**src/rtl/cache_pkg.sv**
```systemverilog
// Shared types and default geometry for the cache line refill controller.
package cache_pkg;

  localparam int WORDS_PER_LINE_DEF = 4;
  localparam int NUM_WAYS_DEF       = 4;
  localparam int TAG_W_DEF          = 19;

  typedef enum logic [2:0] {
    IDLE   = 3'd0,
    SELECT = 3'd1,
    EVICT  = 3'd2,
    FILL   = 3'd3,
    UPDATE = 3'd4
  } state_t;

endpackage

```
**src/rtl/cache_victim_sel.sv**
```systemverilog
// Replacement choice: first empty way, otherwise the way after the MRU one.
module cache_victim_sel #(
  parameter  int NUM_WAYS = 4,
  localparam int WAY_W    = $clog2(NUM_WAYS)
) (
  input  logic [NUM_WAYS-1:0] way_vld,
  input  logic [WAY_W-1:0]    mru_way,
  output logic [WAY_W-1:0]    victim_way
);

  // Scanning downward lets the lowest-index empty way win; the add wraps mod NUM_WAYS.
  always_comb begin
    victim_way = mru_way + 1'b1;
    for (int i = NUM_WAYS - 1; i >= 0; i--) begin
      if (!way_vld[i]) victim_way = WAY_W'(i);
    end
  end

endmodule

```
**src/rtl/cache_line_refill_ctrl.sv**
```systemverilog
// Miss handler: picks a victim, writes it back when dirty, refills the line
// from L2 (merging store data on write misses) and strobes the array update.
module cache_line_refill_ctrl
  import cache_pkg::*;
#(
  parameter  int WORDS_PER_LINE = WORDS_PER_LINE_DEF,
  parameter  int NUM_WAYS       = NUM_WAYS_DEF,
  parameter  int TAG_W          = TAG_W_DEF,
  localparam int OFF_W          = $clog2(WORDS_PER_LINE),
  localparam int WAY_W          = $clog2(NUM_WAYS),
  localparam int IDX_W          = 30 - TAG_W - OFF_W
) (
  input  logic                        clk,
  input  logic                        rst_n,
  input  logic                        rd_miss,
  input  logic                        wr_miss,
  input  logic [31:0]                 miss_addr,
  input  logic [31:0]                 wr_miss_data,
  input  logic [NUM_WAYS-1:0]         way_vld,
  input  logic [WAY_W-1:0]            mru_way,
  input  logic                        victim_dirty,
  input  logic [TAG_W-1:0]            victim_tag,
  input  logic [32*WORDS_PER_LINE-1:0] victim_line,
  output logic [31:0]                 l2_mem_access_addr,
  output logic                        rd_en,
  input  logic                        l2_bus_arbiter_rd_granted,
  input  logic [31:0]                 l2_mem_rd_data,
  output logic                        l2_mem_wr_en,
  output logic [31:0]                 l2_mem_wr_data,
  input  logic                        l2_bus_arbiter_wr_granted,
  output logic                        upd_entry,
  output logic [32*WORDS_PER_LINE-1:0] upd_data_entry,
  output logic [TAG_W:0]              upd_entry_tag_vld,
  output logic [WAY_W-1:0]            blk_chosen_for_upd,
  output logic                        busy,
  output state_t                      fsm_state
);

  localparam logic [OFF_W-1:0] LAST_BEAT = OFF_W'(WORDS_PER_LINE - 1);

  state_t                        state;
  logic [OFF_W-1:0]              beat;
  logic [OFF_W-1:0]              beat_nxt;
  logic [29:0]                   word_q;
  logic [31:0]                   wdata_q;
  logic                          is_wr_q;
  logic                          victim_vld_q;
  logic [TAG_W-1:0]              victim_tag_q;
  logic [32*WORDS_PER_LINE-1:0]  victim_line_q;
  logic [WAY_W-1:0]              victim_way;
  logic [31:0]                   merge_word;
  logic                          unused_addr_lsb;

  cache_victim_sel #(.NUM_WAYS(NUM_WAYS)) u_victim_sel (
    .way_vld    (way_vld),
    .mru_way    (mru_way),
    .victim_way (victim_way)
  );

  function automatic logic [31:0] word_addr(input logic [29-OFF_W:0] line, input logic [OFF_W-1:0] b);
    return {2'b00, line, b};
  endfunction

  assign beat_nxt        = beat + 1'b1;
  assign busy            = (state != IDLE);
  assign fsm_state       = state;
  assign merge_word      = (is_wr_q && beat == word_q[OFF_W-1:0]) ? wdata_q : l2_mem_rd_data;
  assign unused_addr_lsb = ^miss_addr[1:0];

  // Request/grant: rd_en or l2_mem_wr_en holds its address and data steady
  // until a cycle with the matching grant high; that cycle completes the beat.
  always_ff @(posedge clk) begin
    if (!rst_n) begin
      state              <= IDLE;
      beat               <= '0;
      word_q             <= '0;
      wdata_q            <= '0;
      is_wr_q            <= 1'b0;
      victim_vld_q       <= 1'b0;
      victim_tag_q       <= '0;
      victim_line_q      <= '0;
      blk_chosen_for_upd <= '0;
      rd_en              <= 1'b0;
      l2_mem_wr_en       <= 1'b0;
      l2_mem_access_addr <= '0;
      l2_mem_wr_data     <= '0;
      upd_entry          <= 1'b0;
      upd_data_entry     <= '0;
      upd_entry_tag_vld  <= '0;
    end else begin
      upd_entry <= 1'b0;
      case (state)
        IDLE: begin
          if (rd_miss || wr_miss) begin
            word_q             <= miss_addr[31:2];
            wdata_q            <= wr_miss_data;
            is_wr_q            <= wr_miss;
            blk_chosen_for_upd <= victim_way;
            victim_vld_q       <= &way_vld;
            state              <= SELECT;
          end
        end
        SELECT: begin
          victim_tag_q  <= victim_tag;
          victim_line_q <= victim_line;
          beat          <= '0;
          if (victim_vld_q && victim_dirty) begin
            l2_mem_wr_en       <= 1'b1;
            l2_mem_access_addr <= word_addr({victim_tag, word_q[IDX_W+OFF_W-1:OFF_W]}, '0);
            l2_mem_wr_data     <= victim_line[31:0];
            state              <= EVICT;
          end else begin
            rd_en              <= 1'b1;
            l2_mem_access_addr <= word_addr(word_q[29:OFF_W], '0);
            state              <= FILL;
          end
        end
        EVICT: begin
          if (l2_bus_arbiter_wr_granted) begin
            if (beat == LAST_BEAT) begin
              beat               <= '0;
              l2_mem_wr_en       <= 1'b0;
              rd_en              <= 1'b1;
              l2_mem_access_addr <= word_addr(word_q[29:OFF_W], '0);
              state              <= FILL;
            end else begin
              beat               <= beat_nxt;
              l2_mem_access_addr <= word_addr({victim_tag_q, word_q[IDX_W+OFF_W-1:OFF_W]}, beat_nxt);
              l2_mem_wr_data     <= victim_line_q[{beat_nxt, 5'd0} +: 32];
            end
          end
        end
        FILL: begin
          if (l2_bus_arbiter_rd_granted) begin
            upd_data_entry[{beat, 5'd0} +: 32] <= merge_word;
            if (beat == LAST_BEAT) begin
              beat              <= '0;
              rd_en             <= 1'b0;
              upd_entry         <= 1'b1;
              upd_entry_tag_vld <= {1'b1, word_q[29:30-TAG_W]};
              state             <= UPDATE;
            end else begin
              beat               <= beat_nxt;
              l2_mem_access_addr <= word_addr(word_q[29:OFF_W], beat_nxt);
            end
          end
        end
        UPDATE:  state <= IDLE;
        default: state <= IDLE;
      endcase
    end
  end

endmodule

```
**config.mk**
```make
export PLATFORM = sky130hd
export DESIGN_NAME = cache_line_refill_ctrl
export DESIGN_NICKNAME = d
export VERILOG_FILES = /design/src/rtl/cache_pkg.sv /design/src/rtl/cache_victim_sel.sv /design/src/rtl/cache_line_refill_ctrl.sv
export SDC_FILE = /design/constraint.sdc
export NUM_CORES = 1
export LEC_CHECK = 0
export BUFFER_PORTS_ARGS = -buffer_cell sky130_fd_sc_hd__buf_4
export CORE_UTILIZATION = 47
export CTS_BUF_LIST = sky130_fd_sc_hd__clkbuf_8
export DETAILED_ROUTE_END_ITERATION = 16
export GPL_TIMING_DRIVEN = 0
export HOLD_SLACK_MARGIN = 0.08
export PLACE_DENSITY = 0.73
export SLEW_MARGIN = 10
export SYNTH_ARGS = -nofsm -noshare
export SYNTH_HDL_FRONTEND = slang
export SYNTH_SLANG_ARGS = --single-unit
```
**constraint.sdc**
```tcl
create_clock -name clk -period 5.2 [get_ports clk]
set_input_delay 0.78 -clock clk [delete_from_list [all_inputs] [get_ports clk]]
set_output_delay 0.78 -clock clk [all_outputs]
set_load 0.05 [all_outputs]
```
[Word level (Yosys, flattened, before mapping)]
Index checks and enable logic that the tools add are counted.
Cells by class
  reductions and logical operators: 18
  $add $sub $neg: 3
  mux-type cells: 37
  shift operators: 3
  eq/ne operators: 14
Operators by type and width (number)
  $mux 32: 7
  $bwmux 128: 1
  $shift 32x9->128 const A: 1
  $shiftx 128x8->32: 1
  $shiftx 32x9->128: 1
  $pmux 32 s3: 1
  $pmux 32 s2: 1
  $mux 30: 2
  $ne 2x2->1 const B: 9
  $reduce_and 4->1: 4
  $mux 3: 5
  $mux 2: 7
  $pmux 3 s4: 1
  $mux 1: 9
  $neg 7->9: 1
  $reduce_and 3->1: 3
  $eq 3x2->1 const B: 2
  $pmux 2 s3: 1
  $reduce_and 6->1: 1
  $reduce_bool 3->1: 2
  $reduce_and 5->1: 1
  $add 2x1->2 const B: 2
  $reduce_and 2->1: 2
  $eq 3x1->1 const B: 1
  8 further kinds: 9
Storage, ports and cells
  logic and storage cells: 91
  input port bits: 256
  register bits after elaboration: 433
  output and inout port bits: 221

[Depth between registers and ports, before layout]
  word-level depth: 5
  depth in mapped cells: 8

[By module]
From an unflattened synthesis, not the netlist that was laid out.
Unflattened totals
  cell total of the unflattened synthesis: 1870
  area, all modules: 17000.1 sq um
By module, submodules not included
  cache_line_refill_ctrl: cells each 1865, area each 16960.0 sq um, times used 1
  cache_victim_sel: cells each 5, area each 40.0 sq um, times used 1

[Worst setup path before layout]
Ideal clock, no wire load.
  path kind: reg-to-reg
  start: register beat[0]
  end: register l2_mem_wr_data[19]
  data required time: 5063 ps
  arrival: 2013 ps
  setup time: 137 ps
  cell stages (with the launch flop): 8
  buffers on the path: 2
  clock period less this slack: 2150 ps
  path slack: 3050 ps
  cell sequence: dfxtp_1 inv_1 ha_1 buf_2 buf_2 mux4_2 nand2_1 a31oi_1
On the way
  cells in the longest elaborated chain, start to end: 5
  elaborated cells on any way between the ends: 8
  those cells by class: 1 x add/sub; 2 x eq/ne; 1 x shift; 3 x mux; 1 x reduce/logical
Ends and longest elaborated chain
  start, declared: line cache_line_refill_ctrl.sv:42  | logic [OFF_W-1:0] beat;
  start signal, assigned: line cache_line_refill_ctrl.sv:127  | beat <= beat_nxt;
  start signal, assigned: line cache_line_refill_ctrl.sv:143  | beat <= beat_nxt;
  $add 2x1->2: line cache_line_refill_ctrl.sv:64  | assign beat_nxt = beat + 1'b1;
  $shiftx 128x8->32: line cache_line_refill_ctrl.sv:129  | l2_mem_wr_data <= victim_line_q[{beat_nxt, 5'd0} +: 32];
  $mux 32: line cache_line_refill_ctrl.sv:120  | if (beat == LAST_BEAT) begin
  $mux 32: line cache_line_refill_ctrl.sv:119  | if (l2_bus_arbiter_wr_granted) begin
  $pmux 32 s2: line cache_line_refill_ctrl.sv:92  | case (state)
  end signal, assigned: line cache_line_refill_ctrl.sv:110  | l2_mem_wr_data <= victim_line[31:0];
  end signal, assigned: line cache_line_refill_ctrl.sv:129
  end, declared: line cache_line_refill_ctrl.sv:29  | output logic [31:0] l2_mem_wr_data,
Several ways; a longest one is shown, not always the timed one. The select of a mux whose other input is x is not followed.
A chain may end at the register's enable or synchronous reset.

[Final worst setup path]
  start: register beat[0]
  end: register l2_mem_wr_data[22]
Same word-level chain as after synthesis.

==> impl_metrics.toml <==
[placement]
place_area_sq_um = 21400
port_buffers = 472
dpl.hpwl_microns = 45600
gp_congestion = 0.891

[setup_path]
critPathMostFrequentCell = "buf_2"
r2r_cells = 7
critPathKind = "flop to flop"
crit_slowest_cell = "mux4_2"
critPathMaxFanout = 10
end_kind = "flop"
cpPeakStageDelay_ns = 0.56
r2r_start = "beat[0]"
crit_arrival_ns = 3.08
reg2reg_slack_ns = 2.60
cp.required_ns = 5.68
startpoint_type = "flop"
path_cells = "inv_1 > ha_1 > buf_2 > buf_2 > mux4_2 > nand2_1 > a31oi_1"
startpoint = "beat[0]"
rr_endpoint = "l2_mem_wr_data[22]"

[clock_network]
cts_setup_buffers = 0
cts_resized = 0
cts_tree = "built"
clkSinkCount = 431
worstSkewPairLatency_ns = 0.62
clock_path_buffers = 3
cts_buffers = 72
clk_pin_slew_worst_paths_ns = 0.06
hold_buffers = 0
cts.htree.levels = 3
cts-root-buf = "clkbuf_8"

[min_path]
hp-start = "victim_line[85]"
whs_path_depth = 3
hold_path.class = "input pin to flop"
hold_end = "victim_line_q[85]"

[global_route]
use_met3 = 0.0668
gr-total-overflow = 0
grt_start_max_net_pins = 11
antenna_found_initial = 1
grtUsageTotal = 0.312
grtUsageMet2 = 0.529
grt_pass1_vias = 16000
grt_first_pass_wirelength_microns = 91600
busiest_layer = "met2"
met1_usage = 0.390

[power]
p_leak_nw = 9.97
finalPower_w = 0.00830
ir_drop_uv = 200
pwr_density_cell_nw_per_um2 = 362

[yosys]
postSynthCellCount = 1893
yosys_warnings = 0
muxShareOfSynthArea = 0.0607
synth-async-reset-ratio = 0
synthTopCellsByArea = "dfxtp_1 (50%), nand2_1 (14%), a21boi_1 (9.0%)"
ys_seq_area_frac = 0.498
synth-seq-cells = 431
synth_edf_count = 0
yosys.area_share.simple = 0.163
synth_top_family_by_area = "compound AO/OA/AOI/OAI gates"
ys_types = 51
synth_top_cell_by_area = "dfxtp_1"
synth_xor_area_frac = 0.00152
yosysTopAreaCellShare = 0.498
postSynthAreaPerCell_sq_um = 9.15
syn-cell-area_sq_um = 17300
synth-compound-area-share = 0.226
synthFlopType = "dfxtp_1"
synth-adder-area-share = 0.00433

[drt]
vias = 16300
drc = 0
dr.pass1.iters = 5
vias_per_cell = 5.54
wl_per_cell_microns = 20.4
antenna_left = 0
initialDrtViolationCount = 1161
routed_wl_microns = 60300

[finish]
fillCellCount = 3143
utilization = 0.638
nNetsFinal = 2702
final_common_cell = "nand2_1"
final_layout_size_suffix_gt1_frac = 0.282
stdcell_area_sq_um = 22900
layout_common_cells = "nand2_1 (647), buf_4 (483), dfxtp_1 (431)"
syn_to_final_growth_pct = 32.2

[sta]
skew_ns = 0.0138
fmax_mhz = 384
hold_viol = 0
slew_headroom = 0.447
rsz0062_at_grt = "no"
slew_viol_final = 0
fin_crit_sh = 0.500
setup_tns_ns = 0
max_slew.worst_pin.slew_ns = 0.829
finalSetupViolCount = 0
fin_crit_ns = 2.60

[floorplanning]
die_x_microns = 194
rows = 69
dieArea_sq_um = 37600
boundaryPins = 477
initial_utilization = 0.482
core_sq_um = 35900
die_h_microns = 194

[outcome]
outcome = "completed"

[run]
maxCapViolCount = 0
-- worst max-delay path: cells and delay by family (launching register included) --
kind,cells,cell delay [ns]
buffers and inverters,3,0.91
AOI/OAI and AO/OA,1,0.08
muxes,1,0.56
and+or+nand+nor,1,0.08
DFF,1,0.49
adders and majority gates,1,0.34
-- power by group --
group	total (W)	leakage [nW]	internal (W)	switching, W
logic	0.00158	5.64	0.000571	0.00101
clock network	0.00305	0.832	0.00168	0.00137
registers	0.00367	3.51	0.00352	0.000141
-- worst max-delay path by stage --
stage,endpoint,slack (ns),cells past startpoint
2_1_floorplan,l2_mem_wr_data[19],3.05,7
6_report,l2_mem_wr_data[22],2.60,7
3_3_place_gp,victim_tag_q[16],2.45,5
3_5_place_dp,victim_tag_q[14],2.45,5
4_1_cts,l2_mem_wr_data[23],2.53,7
5_1_grt,l2_mem_wr_data[24],2.40,7
-- metal layers --
metal | routed length, microns | share of wire | up-vias
met2 | 29100 | 0.48 | 780
met1 | 24100 | 0.40 | 7799
met4 | 2040 | 0.034 | 0
met5 | 0 | 0 | -
li1 | - | - | 7646
met3 | 5100 | 0.085 | 123
-- final cells by class --
cell class              count  area (sq um)  area share
clock inverters            32           190     0.00830
plain buffers             168           793      0.0346
repair buffers            472          3540       0.155
well taps                 461           577      0.0252
diodes                      1          2.50    0.000109
flip-flops and latches    431          8630       0.377
multi-input cells        1292          7890       0.345
inverters                   3          11.3    0.000492
clock buffers              92          1270      0.0553
-- synth_stat cells, types with 2 or more instances --
cell type and instances:
a21boi_0 28, a21boi_1 207, a21boi_2 2, a21oi_1 5
a221oi_1 19, a22o_1 148, a22oi_1 2, a31oi_1 51
and2_1 3, and3_1 2, and4_1 2, buf_1 2
buf_2 72, buf_4 11, buf_6 4, clkbuf_1 78
dfxtp_1 431, ha_1 6, inv_1 3, mux2i_1 32
mux4_2 32, nand2_1 647, nand2b_1 4, nand3_1 13
nand4_1 3, nor2_1 5, nor2b_1 5, nor3_1 2
nor4_4 3, o21a_1 3, o21ai_0 13, o21ai_1 34
xnor2_1 3
-- sequential cells by signal (all words and copies together) (netlist names), 3 cells and up --
name / flops
wdata_q: 32
l2_mem_access_addr: 30
fsm_state: 3
victim_line_q: 128
upd_data_entry: 128
word_q: 30
victim_tag_q: 19
l2_mem_wr_data: 32
upd_entry_tag_vld: 20
-- per-stage QoR --
step	worst slack (ns)	instances	hold slack, ns
finish	2.60	2952	0.408
floorplan	3.05	1894	0.432
CTS	2.53	2951	0.375
global route	2.40	2952	0.382
global placement	2.45	2827	0.440
detailed placement	2.45	2827	0.442
-- kinds of logic after synthesis --
kind of cell             count (synthesis)
AND/OR/NAND/NOR                        699
buffers and inverters                  171
other                                    1
XOR/XNOR                                 3
flip-flops                             431
multiplexers                            65
adder cells (fa/ha/maj)                  6
AO/OA/AOI/OAI                          517
No activity file was read; power rests on OpenSTA's default activity.
